**config.mk**
```make
export PLATFORM = sky130hd
export DESIGN_NAME = uart_tx_sched_flat
export DESIGN_NICKNAME = d
export VERILOG_FILES = /design/src/rtl/uart_tx_sched_if.sv /design/src/rtl/uart_tx_sched.sv /design/src/flat_wrapper.sv
export SDC_FILE = /design/constraint.sdc
export NUM_CORES = 1
export LEC_CHECK = 0
export CORE_MARGIN = 3
export CORE_UTILIZATION = 50
export DETAILED_ROUTE_END_ITERATION = 8
export DONT_BUFFER_PORTS = 1
export PLACE_DENSITY = 0.77
export SYNTH_ARGS = -nofsm -noshare
export SYNTH_HDL_FRONTEND = slang
export SYNTH_SLANG_ARGS = --single-unit
```
**constraint.sdc**
```tcl
create_clock -name clk -period 2.46 [get_ports clk]
set_clock_uncertainty 0.2 [all_clocks]
set_input_delay 0.738 -clock clk [delete_from_list [all_inputs] [get_ports clk]]
set_output_delay 0.738 -clock clk [all_outputs]
set_load 0.005 [all_outputs]
```
**src/rtl/uart_tx_sched_if.sv**
```systemverilog
// Requester/UART-TX handshake bundle for uart_tx_sched.
// The scheduler connects through the slave modport; the requesters and UART side use master.
interface uart_tx_sched_if;
    logic       REQ0_VALID;
    logic [7:0] REQ0_DATA;
    logic       REQ0_PAR_EN;
    logic       REQ0_PAR_TYP;
    logic       REQ0_READY;
    logic       REQ1_VALID;
    logic [7:0] REQ1_DATA;
    logic       REQ1_PAR_EN;
    logic       REQ1_PAR_TYP;
    logic       REQ1_READY;
    logic       DATA_VALID;
    logic [7:0] P_DATA;
    logic       PAR_EN;
    logic       PAR_TYP;
    logic       Busy;
    logic       GRANT_ID;
    logic       ERR;

    modport slave (
        input  REQ0_VALID, REQ0_DATA, REQ0_PAR_EN, REQ0_PAR_TYP,
        input  REQ1_VALID, REQ1_DATA, REQ1_PAR_EN, REQ1_PAR_TYP,
        input  Busy,
        output REQ0_READY, REQ1_READY,
        output DATA_VALID, P_DATA, PAR_EN, PAR_TYP, GRANT_ID, ERR
    );

    modport master (
        output REQ0_VALID, REQ0_DATA, REQ0_PAR_EN, REQ0_PAR_TYP,
        output REQ1_VALID, REQ1_DATA, REQ1_PAR_EN, REQ1_PAR_TYP,
        output Busy,
        input  REQ0_READY, REQ1_READY,
        input  DATA_VALID, P_DATA, PAR_EN, PAR_TYP, GRANT_ID, ERR
    );
endinterface

```
**src/rtl/uart_tx_sched.sv**
```systemverilog
// Two-requester round-robin scheduler feeding one UART TX, with a Busy-rise watchdog.
// state       | meaning
// S_IDLE      | arbitrate when Busy=0; READY is combinational for the winner
// S_ISSUE     | one-cycle DATA_VALID pulse with the latched byte/parity
// S_WAIT_BUSY | wait up to WAIT_MAX cycles for Busy; give up with sticky ERR
// S_SENDING   | UART transmitting; return to IDLE when Busy falls
module uart_tx_sched #(
    parameter int WAIT_MAX = 4
) (
    input  logic           clk,
    input  logic           reset,
    uart_tx_sched_if.slave io_bus
);
    localparam int CW = (WAIT_MAX < 2) ? 1 : $clog2(WAIT_MAX);
    localparam logic [CW-1:0] CNT_LAST = CW'(WAIT_MAX - 1);

    typedef enum logic [1:0] {
        S_IDLE,
        S_ISSUE,
        S_WAIT_BUSY,
        S_SENDING
    } state_t;

    state_t        r_state;
    logic [CW-1:0] r_cnt;
    logic          r_last_grant;
    logic          r_grant_id;
    logic          r_data_valid;
    logic [7:0]    r_p_data;
    logic          r_par_en;
    logic          r_par_typ;
    logic          r_err;

    logic w_idle_free;
    logic w_gnt0;
    logic w_gnt1;

    // On a tie the requester that did not win last time goes first.
    assign w_idle_free = (r_state == S_IDLE) && !io_bus.Busy;
    assign w_gnt0 = w_idle_free && io_bus.REQ0_VALID && (!io_bus.REQ1_VALID || r_last_grant);
    assign w_gnt1 = w_idle_free && io_bus.REQ1_VALID && (!io_bus.REQ0_VALID || !r_last_grant);

    always_ff @(posedge clk or negedge reset) begin
        if (!reset) begin
            r_state      <= S_IDLE;
            r_cnt        <= '0;
            r_last_grant <= 1'b1;
            r_grant_id   <= 1'b0;
            r_data_valid <= 1'b0;
            r_p_data     <= 8'h00;
            r_par_en     <= 1'b0;
            r_par_typ    <= 1'b0;
            r_err        <= 1'b0;
        end else begin
            r_data_valid <= 1'b0;
            case (r_state)
                S_IDLE: begin
                    if (w_gnt0 || w_gnt1) begin
                        r_p_data     <= w_gnt1 ? io_bus.REQ1_DATA    : io_bus.REQ0_DATA;
                        r_par_en     <= w_gnt1 ? io_bus.REQ1_PAR_EN  : io_bus.REQ0_PAR_EN;
                        r_par_typ    <= w_gnt1 ? io_bus.REQ1_PAR_TYP : io_bus.REQ0_PAR_TYP;
                        r_grant_id   <= w_gnt1;
                        r_data_valid <= 1'b1;
                        r_state      <= S_ISSUE;
                    end
                end
                S_ISSUE: begin
                    r_cnt   <= '0;
                    r_state <= S_WAIT_BUSY;
                end
                S_WAIT_BUSY: begin
                    if (io_bus.Busy) begin
                        r_state <= S_SENDING;
                    end else if (r_cnt == CNT_LAST) begin
                        r_err        <= 1'b1;
                        r_last_grant <= r_grant_id;
                        r_state      <= S_IDLE;
                    end else begin
                        r_cnt <= r_cnt + 1'b1;
                    end
                end
                S_SENDING: begin
                    if (!io_bus.Busy) begin
                        r_last_grant <= r_grant_id;
                        r_state      <= S_IDLE;
                    end
                end
                default: r_state <= S_IDLE;
            endcase
        end
    end

    assign io_bus.REQ0_READY = w_gnt0;
    assign io_bus.REQ1_READY = w_gnt1;
    assign io_bus.DATA_VALID = r_data_valid;
    assign io_bus.P_DATA     = r_p_data;
    assign io_bus.PAR_EN     = r_par_en;
    assign io_bus.PAR_TYP    = r_par_typ;
    assign io_bus.GRANT_ID   = r_grant_id;
    assign io_bus.ERR        = r_err;
endmodule

```
**src/flat_wrapper.sv**
```systemverilog
// flat-port wrapper written by rule: the top's interface ports become plain ports
module uart_tx_sched_flat 
#(
    parameter int WAIT_MAX = 4
)
  (clk, reset, io_bus_REQ0_VALID, io_bus_REQ0_DATA, io_bus_REQ0_PAR_EN, io_bus_REQ0_PAR_TYP, io_bus_REQ1_VALID, io_bus_REQ1_DATA, io_bus_REQ1_PAR_EN, io_bus_REQ1_PAR_TYP, io_bus_Busy, io_bus_REQ0_READY, io_bus_REQ1_READY, io_bus_DATA_VALID, io_bus_P_DATA, io_bus_PAR_EN, io_bus_PAR_TYP, io_bus_GRANT_ID, io_bus_ERR);
  uart_tx_sched_if io_bus_i ();
  input  logic clk;
  input  logic reset;
  input wire logic [$bits(io_bus_i.REQ0_VALID)-1:0] io_bus_REQ0_VALID;
  input wire logic [$bits(io_bus_i.REQ0_DATA)-1:0] io_bus_REQ0_DATA;
  input wire logic [$bits(io_bus_i.REQ0_PAR_EN)-1:0] io_bus_REQ0_PAR_EN;
  input wire logic [$bits(io_bus_i.REQ0_PAR_TYP)-1:0] io_bus_REQ0_PAR_TYP;
  input wire logic [$bits(io_bus_i.REQ1_VALID)-1:0] io_bus_REQ1_VALID;
  input wire logic [$bits(io_bus_i.REQ1_DATA)-1:0] io_bus_REQ1_DATA;
  input wire logic [$bits(io_bus_i.REQ1_PAR_EN)-1:0] io_bus_REQ1_PAR_EN;
  input wire logic [$bits(io_bus_i.REQ1_PAR_TYP)-1:0] io_bus_REQ1_PAR_TYP;
  input wire logic [$bits(io_bus_i.Busy)-1:0] io_bus_Busy;
  output wire logic [$bits(io_bus_i.REQ0_READY)-1:0] io_bus_REQ0_READY;
  output wire logic [$bits(io_bus_i.REQ1_READY)-1:0] io_bus_REQ1_READY;
  output wire logic [$bits(io_bus_i.DATA_VALID)-1:0] io_bus_DATA_VALID;
  output wire logic [$bits(io_bus_i.P_DATA)-1:0] io_bus_P_DATA;
  output wire logic [$bits(io_bus_i.PAR_EN)-1:0] io_bus_PAR_EN;
  output wire logic [$bits(io_bus_i.PAR_TYP)-1:0] io_bus_PAR_TYP;
  output wire logic [$bits(io_bus_i.GRANT_ID)-1:0] io_bus_GRANT_ID;
  output wire logic [$bits(io_bus_i.ERR)-1:0] io_bus_ERR;
  assign io_bus_i.REQ0_VALID = io_bus_REQ0_VALID;
  assign io_bus_i.REQ0_DATA = io_bus_REQ0_DATA;
  assign io_bus_i.REQ0_PAR_EN = io_bus_REQ0_PAR_EN;
  assign io_bus_i.REQ0_PAR_TYP = io_bus_REQ0_PAR_TYP;
  assign io_bus_i.REQ1_VALID = io_bus_REQ1_VALID;
  assign io_bus_i.REQ1_DATA = io_bus_REQ1_DATA;
  assign io_bus_i.REQ1_PAR_EN = io_bus_REQ1_PAR_EN;
  assign io_bus_i.REQ1_PAR_TYP = io_bus_REQ1_PAR_TYP;
  assign io_bus_i.Busy = io_bus_Busy;
  assign io_bus_REQ0_READY = io_bus_i.REQ0_READY;
  assign io_bus_REQ1_READY = io_bus_i.REQ1_READY;
  assign io_bus_DATA_VALID = io_bus_i.DATA_VALID;
  assign io_bus_P_DATA = io_bus_i.P_DATA;
  assign io_bus_PAR_EN = io_bus_i.PAR_EN;
  assign io_bus_PAR_TYP = io_bus_i.PAR_TYP;
  assign io_bus_GRANT_ID = io_bus_i.GRANT_ID;
  assign io_bus_ERR = io_bus_i.ERR;
  uart_tx_sched #(.WAIT_MAX(WAIT_MAX)) u_core (.clk(clk), .reset(reset), .io_bus(io_bus_i));
endmodule
```
==> qor.json, run 1 <==
{
  "clock_network": {
    "clock_tree.buffer_depth": 2,
    "postCtsSetupBuffers": 0,
    "tritoncts.num_buffers": 3,
    "worst_skew_pair.late_latency_ns": 0.28,
    "tritoncts": "yes",
    "clk_transition_reported_paths_ns": 0.10,
    "h-tree-depth": 1,
    "post_cts_resized": 0,
    "numClockSinks": 18,
    "clock_root_buffer": "sky130_fd_sc_hd__clkbuf_4"
  },
  "outcome": {
    "status": "completed"
  },
  "logic_synthesis": {
    "ys_warn_count": 0,
    "synth-async-reset-ratio": 1.000,
    "yosys-top-cells-count": "sky130_fd_sc_hd__dfrtp_1, sky130_fd_sc_hd__a21oi_1, sky130_fd_sc_hd__a31oi_1, sky130_fd_sc_hd__nand3_1, sky130_fd_sc_hd__o21ai_1",
    "synth_cell_types": 30,
    "synth-edff-count": 0,
    "post_synth_instance_area_sq_um": 919.6,
    "dominant_register_cell_in_the_synthesized_netlist": "sky130_fd_sc_hd__dfrtp_1",
    "netlist_top_cells_area": "sky130_fd_sc_hd__dfrtp_1, sky130_fd_sc_hd__a31oi_1, sky130_fd_sc_hd__a21oi_1",
    "ys_seq_elements": 18,
    "synth.most_common_cell": "sky130_fd_sc_hd__dfrtp_1",
    "postSynthAreaPerCell_sq_um": 9.783,
    "synth.top_cell.area_share": 0.4626,
    "post_synth_inst_count": 94,
    "synth_fp_nets": 120,
    "synthDominantAreaCellType": "sky130_fd_sc_hd__dfrtp_1",
    "ys_seq_area_frac": 0.4912
  },
  "sta": {
    "totalNegativeSetupSlack_ns": 0,
    "worst_hold_slack_ns": 0.08140,
    "relSlewSlack": 0.4998,
    "timing.fmax_mhz": 423.2,
    "setup_slack_ns": 0.09697,
    "maxSlewViolCount": 0,
    "grt_setup_unrepaired": "no",
    "min_period_over_period": 0.9606,
    "hold_violations": 0,
    "report.final.setup_viol": 0,
    "tightest_slew_ns": 0.7478,
    "timing.final.crit_period_ns": 2.363
  },
  "floorplanning": {
    "initial_utilization": 0.5707,
    "floorplan.die_area_sq_um": 2390,
    "vert_die_dim_microns": 48.89,
    "design.core.area_sq_um": 1612,
    "io_pins": 40,
    "die_width_microns": 48.89,
    "std_cell_rows": 14
  },
  "pwr": {
    "peakVddDrop_uv": 574.6,
    "total_power_mw": 1.048,
    "power_leakage_nw": 0.3842,
    "power.density_nw_per_um2": 1093
  },
  "hold_path": {
    "hp-class": "input pin to async pin"
  },
  "setup_path": {
    "reg2reg_from": "u_core.r_state[0]",
    "critPathLaunchType": "register",
    "reg2reg_setup_slack_ns": 0.70,
    "crit_path_cell_trace": "or3_4 -> nor2_1",
    "path_class": "register to primary output",
    "worst-r2r-cell-count": 4,
    "worstPathMaxFanout": 10,
    "cp_top_family": "simple AND/OR/NAND/NOR gates",
    "worst_ep_arrival_time_ns": 1.43,
    "worst-path-buf-inv": 0,
    "cp.required_ns": 1.52,
    "critical-path-slowest-cell": "sky130_fd_sc_hd__dfrtp_1",
    "critPathCaptureType": "primary output",
    "slowest_delay_ns": 0.50,
    "r2r_end": "u_core.io_bus.P_DATA[6]"
  },
  "routing": {
    "drt-met1-wl_microns": 917,
    "drt_pass_1_iters": 4,
    "post_dr_vias_cell": 6.120,
    "dr.max_layer_used": "met3",
    "detail_route.wirelength_microns": 1966,
    "drtIter0Drc": 16,
    "met3_routed_wl_microns": 126,
    "route.antenna.remaining_nets": 0,
    "drc_errors": 0,
    "dr_wl_met2_microns": 921,
    "wl_per_cell_microns": 16.80,
    "via_count": 716
  },
  "finish": {
    "finish.net_count": 120,
    "antenna-diode-count": 0,
    "post-route-util": 0.5947,
    "area_growth_syn_to_layout_pct": 4.218,
    "post_layout_nonfiller_instances": 117,
    "fill_cells": 146,
    "final_area_sq_um": 958.4,
    "final_layout_size_suffix_gt1_frac": 0.1613
  },
  "placement": {
    "placed_area_sq_um": 912.1,
    "hpwl_microns": 1355,
    "dpl.cell_count": 112,
    "place_worst_setup_slack_ns": 0.2485,
    "buffer_ports.inserted": 0,
    "gp_routability_congestion": 0.7217
  },
  "global_routing": {
    "initial_antenna_violation_count": 0,
    "grt_max_degree": 21,
    "grt_overflow_total": 0,
    "global_route.usage.total": 0.1817,
    "first_pass_grt_wire_length_microns": 3436,
    "number_of_global_route_vias_before_repair": 732
  },
  "job": {
    "max-cap-violations": 0
  }
}
[state kept, by name, indices dropped and copies added (netlist names)]
| register | count |
|---|---|
| u_core.r_last_grant | 1 |
| u_core.io_bus.ERR | 1 |
| u_core.r_cnt | 2 |
| u_core.io_bus.PAR_EN | 1 |
| u_core.r_state | 2 |
| u_core.io_bus.GRANT_ID | 1 |
| u_core.io_bus.P_DATA | 8 |
| u_core.io_bus.PAR_TYP | 1 |
| u_core.io_bus.DATA_VALID | 1 |
[what timing repair did]
item	in CTS	in global routing
hold buffers	1	0
endpoints found under the setup margin	0	0
hold endpoints to repair	17	0
[metal layers]
metal	up-vias	global-route usage
met2	28	0.2828
li1	350	-
met4	0	0.04265
met1	338	0.2466
met3	0	0.05505
met5	-	0
[cell families after synthesis]
| kind of cell | share of synthesized area |
|---|---|
| compound gates | 0.2925 |
| fa+ha+maj | 0.01360 |
| buf+inv | 0.06939 |
| flops | 0.4912 |
| mux | 0.01224 |
| simple gates | 0.1211 |
[how the worst max path moves through the flow]
| stage | cells past startpoint | to | from |
|---|---|---|---|
| floorplan | 3 | io_bus_REQ0_READY | io_bus_Busy |
| global placement | 2 | io_bus_REQ1_READY | io_bus_Busy |
| detailed placement | 2 | io_bus_REQ1_READY | io_bus_Busy |
| CTS | 2 | io_bus_REQ1_READY | u_core.r_state[0] |
| global route | 2 | io_bus_REQ1_READY | u_core.r_state[0] |
| finish | 2 | io_bus_REQ1_READY | u_core.r_state[0] |
[placed cells by master (no fill, tap or decap), types with 2 or more instances in the layout]
| cell type | n |
|---|---|
| sky130_fd_sc_hd__nand3_1 | 10 |
| sky130_fd_sc_hd__o21ai_0 | 4 |
| sky130_fd_sc_hd__a31oi_1 | 10 |
| sky130_fd_sc_hd__a21oi_1 | 11 |
| sky130_fd_sc_hd__o21ai_1 | 6 |
| sky130_fd_sc_hd__dfrtp_1 | 17 |
| sky130_fd_sc_hd__a22o_1 | 3 |
| sky130_fd_sc_hd__buf_4 | 2 |
| sky130_fd_sc_hd__a21o_1 | 2 |
| sky130_fd_sc_hd__clkbuf_4 | 3 |
| sky130_fd_sc_hd__nor2_1 | 4 |
| sky130_fd_sc_hd__inv_1 | 3 |
[cell type report]
type | count | area (sq um) | share of cell area
Clock buffer | 4 | 36.28 | 0.03786
Multi-Input combinational cell | 65 | 404.1 | 0.4217
Tap cell | 24 | 30.03 | 0.03133
Sequential cell | 18 | 451.7 | 0.4713
Inverter | 3 | 11.26 | 0.01175
Timing Repair Buffer | 3 | 25.02 | 0.02611
[report_power, final]
group	internal, mW	switching (mW)	total, mW
sequential	0.437	0.134	0.570
combinational	0.148	0.152	0.300
clock	0.0900	0.0873	0.177
total	0.675	0.373	1.05
No activity file was read; power rests on OpenSTA's default activity.
==> run 2, diff against run 1 <==
--- a/config.mk
+++ b/config.mk
@@ -9,6 +9,7 @@
 export CORE_UTILIZATION = 50
 export DETAILED_ROUTE_END_ITERATION = 8
 export DONT_BUFFER_PORTS = 1
+export HOLD_SLACK_MARGIN = 0.06
 export PLACE_DENSITY = 0.77
 export SYNTH_ARGS = -nofsm -noshare
 export SYNTH_HDL_FRONTEND = slang
==> constraint.sdc (replaced) <==
create_clock -name clk -period 2.46 [get_ports clk]
set_clock_uncertainty 0.2 [all_clocks]
set_input_delay 0.369 -clock clk [delete_from_list [all_inputs] [get_ports clk]]
set_output_delay 0.369 -clock clk [all_outputs]
set_load 0.005 [all_outputs]
==> qor.json, run 2 (synthesized netlist as in run 1, its figures left out) <==
{
  "hold_path": {
    "hp-class": "input pin to register",
    "holdPathStages": 2
  },
  "setup_path": {
    "critPathCaptureType": "register",
    "worst-r2r-cell-count": {"value": 4, "change": "unchanged"},
    "worstSetupPathDepth": {"value": 4, "change": "+2"},
    "worstPathMaxFanout": {"value": 13, "change": "+3"},
    "path_class": "register to register",
    "critical-path-slowest-cell": "sky130_fd_sc_hd__dlygate4sd3_1",
    "cp.required": {"value": 2.44, "unit": "ns", "change": "+0.92 ns"},
    "critPathLaunchType": "register",
    "worst_ep_arrival_time": {"value": 2.18, "unit": "ns", "change": "+0.75 ns"},
    "worst-path-buf-inv": {"value": 1, "change": "+1"},
    "crit_path_cell_trace": "nor3_2 -> and2_1 -> a31oi_1 -> dlygate4sd3_1",
    "slowest_delay": {"value": 0.59, "unit": "ns", "change": "+0.09 ns"},
    "cp_top_family": "simple AND/OR/NAND/NOR gates",
    "reg2reg_setup_slack": {"value": 0.26, "unit": "ns", "change": "-0.44 ns"}
  },
  "floorplanning": {
    "design.core.area": {"value": 1612, "unit": "sq um", "change": "unchanged"},
    "vert_die_dim": {"value": 48.89, "unit": "microns", "change": "unchanged"},
    "io_pins": {"value": 40, "change": "unchanged"},
    "floorplan.die_area": {"value": 2390, "unit": "sq um", "change": "unchanged"},
    "std_cell_rows": {"value": 14, "change": "unchanged"},
    "die_width": {"value": 48.89, "unit": "microns", "change": "unchanged"},
    "initial_utilization": {"value": 0.5707, "change": "unchanged"}
  },
  "finish": {
    "finish.net_count": {"value": 140, "change": "+17%"},
    "layout_commonest_cell": "sky130_fd_sc_hd__dlygate4sd3_1",
    "final_layout_size_suffix_gt1_frac": {"value": 0.1239, "change": "-0.03740"},
    "post_layout_nonfiller_instances": {"value": 137, "change": "+17%"},
    "largest_register_ffs": {"value": 8, "change": "unchanged"},
    "antenna-diode-count": {"value": 0, "change": "unchanged"},
    "area_growth_syn_to_layout_pct": 26.26,
    "mostFrequentLayoutCells": "sky130_fd_sc_hd__dlygate4sd3_1, sky130_fd_sc_hd__dfrtp_1, sky130_fd_sc_hd__a21oi_1",
    "post-route-util": {"value": 0.7205, "change": "+0.1258"}
  },
  "clock_network": {
    "clock_root_buffer": "sky130_fd_sc_hd__clkbuf_4",
    "clock_tree.buffer_depth": {"value": 2, "change": "unchanged"},
    "post_cts_resized": {"value": 0, "change": "unchanged"},
    "postCtsSetupBuffers": {"value": 0, "change": "unchanged"},
    "tritoncts": "yes",
    "clk_transition_reported_paths": {"value": 0.10, "unit": "ns", "change": "about the same"},
    "tritoncts.num_buffers": {"value": 3, "change": "unchanged"},
    "worst_skew_pair.late_latency": {"value": 0.29, "unit": "ns", "change": "about the same"},
    "postCtsHoldBufs": {"value": 21, "change": "+20"},
    "h-tree-depth": {"value": 1, "change": "unchanged"},
    "numClockSinks": {"value": 18, "change": "unchanged"}
  },
  "placement": {
    "buffer_ports.inserted": {"value": 0, "change": "unchanged"},
    "gp_routability_congestion": {"value": 0.7565, "change": "+4.8%"},
    "dpl.cell_count": {"value": 111, "change": "-0.89%"},
    "hpwl": {"value": 1410, "unit": "microns", "change": "+4.1%"}
  },
  "routing": {
    "drc_errors": {"value": 0, "change": "unchanged"},
    "drt_pass_1_iters": {"value": 4, "change": "unchanged"},
    "via_count": {"value": 829, "change": "+16%"},
    "detail_route.wirelength": {"value": 2222, "unit": "microns", "change": "+13%"},
    "route.antenna.remaining_nets": {"value": 0, "change": "unchanged"},
    "drtIter0Drc": {"value": 31, "change": "+15"},
    "wl_per_cell": {"value": 16.22, "unit": "microns", "change": "-3.5%"},
    "post_dr_vias_cell": {"value": 6.051, "change": "-1.1%"}
  },
  "global_routing": {
    "global_route.usage.total": {"value": 0.1931, "change": "+0.01141"},
    "grt_overflow_total": {"value": 0, "change": "unchanged"},
    "first_pass_grt_wire_length": {"value": 3601, "unit": "microns", "change": "+4.8%"},
    "grt_max_degree": {"value": 21, "change": "unchanged"},
    "number_of_global_route_vias_before_repair": {"value": 777, "change": "+6.1%"},
    "initial_antenna_violation_count": {"value": 0, "change": "unchanged"}
  },
  "sta": {
    "relSlewSlack": {"value": 0.4587, "change": "-0.04110"},
    "timing.fmax": {"value": 455.3, "unit": "MHz", "change": "+7.6%"},
    "worst_hold_slack": {"value": 0.1426, "unit": "ns", "change": "+0.06121 ns"},
    "grt_setup_unrepaired": "no",
    "tightest_slew": {"value": 0.8092, "unit": "ns", "change": "+0.06144 ns"},
    "totalNegativeSetupSlack": {"value": 0, "unit": "ns", "change": "unchanged"},
    "min_period_over_period": {"value": 0.8929, "change": "-0.06768"},
    "timing.final.crit_period": {"value": 2.197, "unit": "ns", "change": "-0.1665 ns"},
    "hold_violations": {"value": 0, "change": "unchanged"},
    "report.final.setup_viol": {"value": 0, "change": "unchanged"},
    "maxSlewViolCount": {"value": 0, "change": "unchanged"}
  },
  "pwr": {
    "power_leakage": {"value": 0.4627, "unit": "nW", "change": "+20%"},
    "peakVddDrop": {"value": 569.1, "unit": "uV", "change": "-0.96%"},
    "power.density": {"value": 1030, "unit": "nW/um^2", "change": "-5.7%"}
  },
  "job": {
    "max-cap-violations": {"value": 0, "change": "unchanged"}
  },
  "outcome": {
    "status": "completed"
  }
}
run 2: changes by cell type in the layout (fill, tap and decap cells not counted), sizes merged:
cell	change
dlygate4sd3	+21
buf	-1
run 2: final cells by class:
cell class / count / area (sq um)
multi-input cells: 65 / 404.1
fillers: 120 / 450.4
clock buffers: 4 / 36.28
flip-flops and latches: 18 / 451.7
well taps: 24 / 30.03
repair buffers: 23 / 227.7
inverters: 3 / 11.26
run 2: worst paths after layout:
check,start,end
min in group asynchronous,reset,u_core.io_bus.P_DATA[7]
max in group asynchronous,reset,u_core.r_cnt[0]
setup reg to reg,u_core.r_state[0],u_core.io_bus.PAR_TYP
setup / recovery,u_core.r_state[0],u_core.io_bus.PAR_TYP
hold / removal,io_bus_Busy,u_core.io_bus.ERR
hold reg to reg,u_core.io_bus.ERR,u_core.io_bus.ERR
run 2: metrics by stage:
stage / power, mW / setup WS [ns] / instance area [sq um]
6_report: 1.196 / 0.2635 / 1161
5_1_grt: 1.290 / 0.1081 / 1161
4_1_cts: 1.194 / 0.2765 / 1151
3_5_place_dp: 0.8768 / 0.7442 / 904.6
3_3_place_gp: 0.8563 / 0.7767 / 904.6
2_1_floorplan: 0.8251 / 0.7591 / 919.6
run 2: metal layers:
layer  vias up  GRT usage  share of wire
li1        390          -              -
met1       387     0.2422           0.42
met4         0    0.07109          0.019
met5         -          0              0
met3         5    0.04893          0.077
met2        47     0.3190           0.48
run 2: power breakdown:
part,leakage (nW),internal (mW),switching (mW)
Combinational,0.233,0.258,0.182
Clock,0.0210,0.0902,0.0897
Sequential,0.208,0.437,0.140
Total,0.463,0.785,0.411
